===== config.mk =====
export PLATFORM = sky130hd
export DESIGN_NAME = ppu_scanline_buffer_flat
export DESIGN_NICKNAME = d
export VERILOG_FILES = /design/src/rtl/ppu_scanline_buffer_if.sv /design/src/rtl/ppu_scanline_buffer.sv /design/src/flat_wrapper.sv
export SDC_FILE = /design/constraint.sdc
export NUM_CORES = 2
export LEC_CHECK = 0
export BUFFER_PORTS_ARGS = -buffer_cell sky130_fd_sc_hd__buf_4
export CAP_MARGIN = 20
export CORE_MARGIN = 10
export CORE_UTILIZATION = 30
export DETAILED_ROUTE_END_ITERATION = 8
export PLACE_DENSITY = 0.52
export SLEW_MARGIN = 25
export SYNTH_ARGS = -nofsm -noshare
export SYNTH_HDL_FRONTEND = slang
export SYNTH_SLANG_ARGS = --single-unit

===== constraint.sdc =====
create_clock -name clk -period 7.1 [get_ports clk]
set_clock_uncertainty 0.15 [all_clocks]
set_input_delay 0.71 -clock clk [delete_from_list [all_inputs] [get_ports clk]]
set_output_delay 0.71 -clock clk [all_outputs]
set_load 0.005 [all_outputs]

===== src/rtl/ppu_scanline_buffer_if.sv =====
// Bus between the PPU pixel stream, the scanline buffer and the scaler.
//
// Handshake semantics: pix_valid qualifies pix_x/pix_y/pix_data for exactly
// one cycle and is never back-pressured. line_ready stays high while the read
// bank holds a complete line. A one-cycle line_ack pulse while line_ready is
// high releases that bank. rd_req in cycle N returns rd_data with rd_valid in
// cycle N+1; reads are never stalled.
interface ppu_scanline_buffer_if #(
    parameter int XW    = 9,
    parameter int PIX_W = 8
);
    logic             pix_valid;
    logic [XW-1:0]    pix_x;
    logic [XW-1:0]    pix_y;
    logic [PIX_W-1:0] pix_data;
    logic             line_ready;
    logic [XW-1:0]    line_y;
    logic             line_ack;
    logic             rd_req;
    logic [XW-1:0]    rd_x;
    logic [PIX_W-1:0] rd_data;
    logic             rd_valid;
    logic             overflow;

    // Pixel source and scaler side
    modport master (
        output pix_valid, pix_x, pix_y, pix_data, line_ack, rd_req, rd_x,
        input  line_ready, line_y, rd_data, rd_valid, overflow
    );

    // Scanline buffer side
    modport slave (
        input  pix_valid, pix_x, pix_y, pix_data, line_ack, rd_req, rd_x,
        output line_ready, line_y, rd_data, rd_valid, overflow
    );
endinterface


===== src/rtl/ppu_scanline_buffer.sv =====
// Ping-pong scanline buffer: captures one PPU line into the write bank while
// the scaler reads the previously completed line from the other bank.
module ppu_scanline_buffer #(
    parameter int LINE_W = 256,
    parameter int PIX_W  = 8,
    parameter int XW     = 9
) (
    input  logic                   clk,
    input  logic                   reset,
    ppu_scanline_buffer_if.slave   bus,
    output logic                   dbg_held_o
);
    localparam int AW = $clog2(LINE_W);

    typedef enum logic {
        FREE = 1'b0,
        HELD = 1'b1
    } rb_state_e;

    rb_state_e        state_q, state_d;
    logic             wbank_q, wbank_d;
    logic [XW-1:0]    line_y_q, line_y_d;
    logic [XW-1:0]    cap_y_q, cap_y_d;
    logic             overflow_q, overflow_d;
    logic [PIX_W-1:0] rd_data_q;
    logic             rd_valid_q;

    // Bank 0 occupies addresses 0..LINE_W-1, bank 1 the upper half.
    logic [PIX_W-1:0] mem_q [0:2*LINE_W-1];

    logic          wr_en;
    logic          line_done;
    logic [AW:0]   wr_addr;
    logic          rd_in_range;
    logic [AW:0]   rd_addr;

    assign wr_en       = bus.pix_valid && (bus.pix_x < XW'(LINE_W));
    assign line_done   = wr_en && (bus.pix_x == XW'(LINE_W - 1));
    assign wr_addr     = {wbank_q, bus.pix_x[AW-1:0]};
    assign rd_in_range = bus.rd_x < XW'(LINE_W);
    assign rd_addr     = {~wbank_q, bus.rd_x[AW-1:0]};

    // Next-state logic for the read-bank FSM, bank select and line metadata
    always_comb begin
        state_d    = state_q;
        wbank_d    = wbank_q;
        line_y_d   = line_y_q;
        overflow_d = overflow_q;
        // x==0 starts a line; use the fresh y so a swap in the same cycle sees it
        cap_y_d    = (wr_en && bus.pix_x == '0) ? bus.pix_y : cap_y_q;
        unique case (state_q)
            FREE: begin
                if (line_done) begin
                    state_d  = HELD;
                    wbank_d  = ~wbank_q;
                    line_y_d = cap_y_d;
                end
            end
            HELD: begin
                if (bus.line_ack && line_done) begin
                    // Ack frees the bank first, so the new line swaps straight in
                    wbank_d  = ~wbank_q;
                    line_y_d = cap_y_d;
                end else if (bus.line_ack) begin
                    state_d = FREE;
                end else if (line_done) begin
                    // Read bank still busy: drop the line, keep writing the same bank
                    overflow_d = 1'b1;
                end
            end
            default: state_d = FREE;
        endcase
    end

    // State and metadata registers
    always_ff @(posedge clk) begin
        if (reset) begin
            state_q    <= FREE;
            wbank_q    <= 1'b0;
            line_y_q   <= '0;
            cap_y_q    <= '0;
            overflow_q <= 1'b0;
        end else begin
            state_q    <= state_d;
            wbank_q    <= wbank_d;
            line_y_q   <= line_y_d;
            cap_y_q    <= cap_y_d;
            overflow_q <= overflow_d;
        end
    end

    // Pixel capture into the write bank; contents survive reset
    always_ff @(posedge clk) begin
        if (wr_en) begin
            mem_q[wr_addr] <= bus.pix_data;
        end
    end

    // Registered read port; uses the pre-swap bank select of the request cycle
    always_ff @(posedge clk) begin
        if (reset) begin
            rd_data_q  <= '0;
            rd_valid_q <= 1'b0;
        end else begin
            rd_valid_q <= bus.rd_req;
            if (bus.rd_req) begin
                rd_data_q <= (state_q == HELD && rd_in_range) ? mem_q[rd_addr] : '0;
            end
        end
    end

    assign bus.line_ready = (state_q == HELD);
    assign bus.line_y     = line_y_q;
    assign bus.rd_data    = rd_data_q;
    assign bus.rd_valid   = rd_valid_q;
    assign bus.overflow   = overflow_q;
    assign dbg_held_o     = (state_q == HELD);
endmodule


===== src/flat_wrapper.sv =====
// flat-port wrapper written by rule: the top's interface ports become plain ports
module ppu_scanline_buffer_flat 
#(
    parameter int LINE_W = 256,
    parameter int PIX_W  = 8,
    parameter int XW     = 9
)
  (clk, reset, dbg_held_o, bus_pix_valid, bus_pix_x, bus_pix_y, bus_pix_data, bus_line_ack, bus_rd_req, bus_rd_x, bus_line_ready, bus_line_y, bus_rd_data, bus_rd_valid, bus_overflow);
  ppu_scanline_buffer_if #(.XW(XW), .PIX_W(PIX_W)) bus_i ();
  input  logic clk;
  input  logic reset;
  output logic dbg_held_o;
  input wire logic [$bits(bus_i.pix_valid)-1:0] bus_pix_valid;
  input wire logic [$bits(bus_i.pix_x)-1:0] bus_pix_x;
  input wire logic [$bits(bus_i.pix_y)-1:0] bus_pix_y;
  input wire logic [$bits(bus_i.pix_data)-1:0] bus_pix_data;
  input wire logic [$bits(bus_i.line_ack)-1:0] bus_line_ack;
  input wire logic [$bits(bus_i.rd_req)-1:0] bus_rd_req;
  input wire logic [$bits(bus_i.rd_x)-1:0] bus_rd_x;
  output wire logic [$bits(bus_i.line_ready)-1:0] bus_line_ready;
  output wire logic [$bits(bus_i.line_y)-1:0] bus_line_y;
  output wire logic [$bits(bus_i.rd_data)-1:0] bus_rd_data;
  output wire logic [$bits(bus_i.rd_valid)-1:0] bus_rd_valid;
  output wire logic [$bits(bus_i.overflow)-1:0] bus_overflow;
  assign bus_i.pix_valid = bus_pix_valid;
  assign bus_i.pix_x = bus_pix_x;
  assign bus_i.pix_y = bus_pix_y;
  assign bus_i.pix_data = bus_pix_data;
  assign bus_i.line_ack = bus_line_ack;
  assign bus_i.rd_req = bus_rd_req;
  assign bus_i.rd_x = bus_rd_x;
  assign bus_line_ready = bus_i.line_ready;
  assign bus_line_y = bus_i.line_y;
  assign bus_rd_data = bus_i.rd_data;
  assign bus_rd_valid = bus_i.rd_valid;
  assign bus_overflow = bus_i.overflow;
  ppu_scanline_buffer #(.LINE_W(LINE_W), .PIX_W(PIX_W), .XW(XW)) u_core (.clk(clk), .reset(reset), .bus(bus_i), .dbg_held_o(dbg_held_o));
endmodule

* After elaboration in Yosys (flattened, before gate mapping) *
Memories as Yosys holds them, arrays and structs flattened.
Index checks and enable logic that the tools add are counted.
Widths: inputs -> output; s select.

word-level totals
  flip-flop bits (word level) = 30
  bits in latches = 0
  RAM bits = 4096
  memory bits (read-only) = 0
  output and inout port bits = 21
  word-level logic and storage cells = 39
  memories = 1

memories
  memory        words  bits a word  read ports  clocked after Yosys merged registers in  write ports  line                       source
  u_core.mem_q  512    8            1           0                                        1            ppu_scanline_buffer.sv:29  logic [PIX_W-1:0] mem_q [0:2*LINE_W-1];

cells by class
  add/subtract/negate cells = 0
  $mul = 0
  div/mod/pow operators = 0
  $lt $le $gt $ge = 2
  eq/ne operators = 3
  shift operators = 0
  muxes and demuxes = 14
  bitwise logic cells = 4
  reductions and logical operators = 8

operators with widths
  operator            number
  $mux 9              3
  $lt 9x9->1 const B  2
  $pmux 9 s2          1
  $eq 9x8->1 const B  1
  $logic_not 9->1     1
  $mux 8              1
  $mux 1              7
  $logic_and 1x1->1   5
  $not 1->1           4
  $pmux 1 s2          2
  $reduce_and 4->1    1
  $ne 2x1->1 const B  1
  $ne 2x2->1 const B  1
  $reduce_and 2->1    1

* Logic depth before layout (Yosys ltp) *
  word-level depth = 6
  gate-level depth with buffers = 14
  depth with buffers taken out = 7

* Worst setup path after synthesis *
OpenSTA, ideal clock, no wires.

  kind = input port to flip-flop
  start = in bus_rd_x[0]
  end = reg u_core.rd_data_q[4] (netlist: u_core.bus.rd_data[4])
  library setup time = 0.122 ns
  data arrival time = 2.855 ns
  slack = 3.973 ns
  stages = 9
  path buffers = 4
  cells stage by stage = buf_6 buf_12 buf_6 buf_2 mux4_2 mux4_2 o21ai_0 nor3_1 a221o_1

on the way
  cells in the longest elaborated chain, start to end = 3
  elaborated cells between the ends (all ways) = 4

RTL lines
  what                                                   line                        source
  start, declared                                        flat_wrapper.sv:19          input wire logic [$bits(bus_i.rd_x)-1:0] bus_rd_x;
  branches (longest 2 deep; another with $mem_v2 512x8)  n/a
  $mux 8 (*)                                             ppu_scanline_buffer.sv:107  rd_data_q <= (state_q == HELD && rd_in_range) ? mem_q[rd_addr] : '0;
  end signal, assigned                                   ppu_scanline_buffer.sv:107
  end, declared                                          ppu_scanline_buffer.sv:25   logic [PIX_W-1:0] rd_data_q;

Mark *: on every way between the ends.
A chain may end at the register's enable or synchronous reset.

* Final worst setup path *
  start = in bus_rd_x[1]
  end = reg u_core.rd_data_q[1] (netlist: u_core.bus.rd_data[1])

The elaborated chain is that of the path after synthesis.

==> impl_metrics.csv <==
group,metric,value,unit
logic_synthesis,ys_types,66,
routing,routed_wl,451000,um
place,portBuffers,60,
timing,hold_ws,44.8,ps
cts,clk_pin_slew_worst_paths,60,ps
floorplanning,die_h,750,um
logic_synthesis,syn-mean-instance-area,21.0,um^2
logic_synthesis,netlist_area,0.160,mm^2
setup_path,critical_path_class,"input port to flop",
logic_synthesis,synth_top_flop_cell,"edfxtp_1",
place,gp_congestion,0.805,
cts,cts_setup_buffers,0,
logic_synthesis,ys_warn_count,0,
final_layout,syn_to_final_growth,14.3,%
timing,relSlewSlack,14.5,%
flow_run,cap_violations,0,
routing,drtIter0Drc,9415,
power,swShare,21.4,%
global_route,grt_max_degree,184,
logic_synthesis,yosysTopAreaCellShare,76.9,%
hold_path,min-delay-path-class,"input port to flop",
floorplanning,fp.dieW,750,um
setup_path,path_buf_inv,3,
routing,via_per_inst,5.20,
routing,ant_nets,0,
setup_path,cpPeakStageDelay,950,ps
setup_path,worst_ep_required_time,7830,ps
timing,rsz0062_at_grt,"false",
setup_path,critical_path.cell_chain,"buf_8 > buf_4 > buf_4 > mux4_2 > a22o_1 > a221oi_1 > o22ai_1 > a211oi_1 > nor4_1 > a211o_1",
setup_path,worstPathMaxFanout,45,
timing,slew_violations,0,
timing,setup_viol,0,
setup_path,crit_top_cell,"buf_4",
logic_synthesis,synth_edf_count,4096,
power,power_density,283,mW/mm^2
floorplanning,dieArea,0.563,mm^2
global_route,grt.total_usage,15.5,%
final_layout,fillers,49375,
floorplanning,ios,61,
power,p_leak,55.5,nW
cts,cts_buffers,419,
setup_path,cp_top_family,"compound AO/OA/AOI/OAI gates",
timing,worstMarginPinSlew,1280,ps
final_layout,layout-drive-gt1-share,22.5,%
routing,drtPass1Iterations,6,
timing,fmax,227,MHz
global_route,grt.overflow.total,0,
cts,cts_tree,"yes",
global_route,antenna_found_initial,31,
power,pwr-share-seq,51.8,%
routing,routed-via-count,78975,
cts,clockRootBuffer,"clkbuf_16",
power,finalPower,51.7,mW
logic_synthesis,syn_nets,7637,
routing,drc,0,
global_route,grt_pass1_vias,80454,
setup_path,cp_data_arrival_time,5130,ps
final_layout,layout_commonest_cell,"edfxtp_1",
setup_path,r2r_slack,3010,ps
global_route,grt_pass1_wl,633000,um
timing,finalCritPeriodShare,62.0,%
final_layout,mostFrequentLayoutCells,"edfxtp_1, mux4_2, nor2_1",
power,p_comb_share,4.6,%
routing,routedWlPerCell,29.7,um
timing,post-route-min-period,4400,ps
power,p_clk_share,43.6,%
timing,fin_ws,2700,ps
cts,htree_levels,5,
run_status,status,"completed",
logic_synthesis,synthCells,7597,
power,irDropWorstVdd,0.220,mV
logic_synthesis,async_flop_share,0,%
logic_synthesis,yosys-top-cells-area,"edfxtp_1, mux4_2, mux2i_1",
setup_path,cp-end-kind,"flop",
floorplanning,start_util,30.1,%
cts,clock_latency,980,ps
logic_synthesis,yosys.area.top_type,"edfxtp_1",
logic_synthesis,synth_seq_cells,4126,
setup_path,slowest_stage,"a211oi_1",
cts,post_cts_resized,0,
cts,cts_max_path_buffers,4,
power,p_int,40.6,mW
final_layout,nets,7825,
floorplanning,core,0.532,mm^2
setup_path,cp-start-kind,"input port",
place,pre_cts_ws,1740,ps
logic_synthesis,ys_seq_area_share,77.3,%
timing,finalHoldViolations,0,
cts,cts_hold_buffers,23,
floorplanning,num_rows,268,
timing,fin_setup_tns,0,ps
cts,clkSinkCount,4126,
place,dp_hpwl,273000,um
power,switchingPower,11.1,mW
[kinds of logic (layout without fill, tap and decap cells)]
family          after synthesis  in the layout  synth area share [%]
flops                      4126           4126                  77.3
mux                        1273           1273                  15.0
simple gates                979            979                  2.64
compound gates              737            737                  3.27
buf+inv                     481           1025                  1.76
xor+xnor                      1              1               0.00548
other cells                   0             14                     0
[registers in the layout (all words and copies together) (netlist names)]
name and flops:
u_core.bus.line_ready 1, u_core.bus.rd_valid 1, u_core.bus.overflow 1, u_core.mem_q 4096, u_core.wbank_q 1, u_core.cap_y_q 9
u_core.bus.rd_data 8, u_core.bus.line_y 9
[worst register-to-register path, stage by stage (launching register included)]
cell and delay (ps):
dfxtp_2 530, buf_4 380, nor3b_1 760, nand2_1 800, nor2_1 1070
[cell usage after synthesis (9+ instances only)]
cell      number
a211oi_1      37
a21oi_1      126
a221oi_1      20
a22o_1        18
a22oi_1      145
a31oi_1       13
a32oi_1       16
and2_1        12
and3_1        20
buf_1         25
buf_2         92
buf_4         48
buf_6         69
buf_8         14
clkbuf_1     224
dfxtp_1       30
edfxtp_1    4096
mux2_2        54
mux2i_1      322
mux4_2       897
nand2_1      161
nand3_1       43
nor2_1       583
nor2b_1       32
nor3_1        44
nor3b_1       11
nor4_1        24
o211ai_1      23
o21a_1         9
o21ai_0       51
o221ai_1     125
o22ai_1      101
or3_1          9
[layer usage]
| metal | track usage [%] | up-vias | wire [um] |
|---|---|---|---|
| met5 | 0 | - | 94 |
| met2 | 24.6 | 3159 | 212000 |
| met3 | 3.10 | 610 | 35100 |
| li1 | - | 32250 | - |
| met1 | 21.8 | 42946 | 192000 |
| met4 | 4.03 | 10 | 12000 |
[area by class of cell]
cell class	count	area, um^2	share of cell area, %
Multi-Input combinational cell	2990	33800	18.5
Timing Repair Buffer	241	2600	1.42
Sequential cell	4126	124000	67.6
Tap cell	7020	8780	4.80
Inverter	7	38.8	0.0212
Clock buffer	501	11000	6.01
Antenna cell	14	35.0	0.0192
Clock inverter	276	2960	1.62
[stage by stage]
stage / cell area [um^2] / std cells / util (%)
2_1_floorplan: 160000 / 7597 / -
5_1_grt: 183000 / 15163 / 34.4
3_5_place_dp: 169000 / 14359 / 31.7
4_1_cts: 183000 / 15159 / 34.4
6_report: 183000 / 15175 / 34.4
3_3_place_gp: 168000 / 14353 / 31.7
[power groups by stage]
stage	registers, mW	clock network (mW)	logic (mW)
floorplan	27.3	0	1.23
global placement	27.3	0	2.35
detailed placement	27.3	0	2.39
CTS	26.8	22.9	2.40
global route	26.8	23.8	2.50
finish	26.8	22.5	2.38
[path summary, 6_finish.rpt]
kind,start,end,depth (start not counted)
setup reg to reg,u_core.wbank_q$_SDFFE_PP0P_,u_core.mem_q[143][4]$_DFFE_PP_,4
setup / recovery,bus_rd_x[1],u_core.bus.rd_data[1]$_SDFFE_PP0P_,10
hold reg to reg,u_core.bus.line_y[7]$_SDFFE_PP0P_,u_core.bus.line_y[7]$_SDFFE_PP0P_,2
hold / removal,bus_pix_data[7],u_core.mem_q[499][7]$_DFFE_PP_,1
No activity file was read; power rests on OpenSTA's default activity.
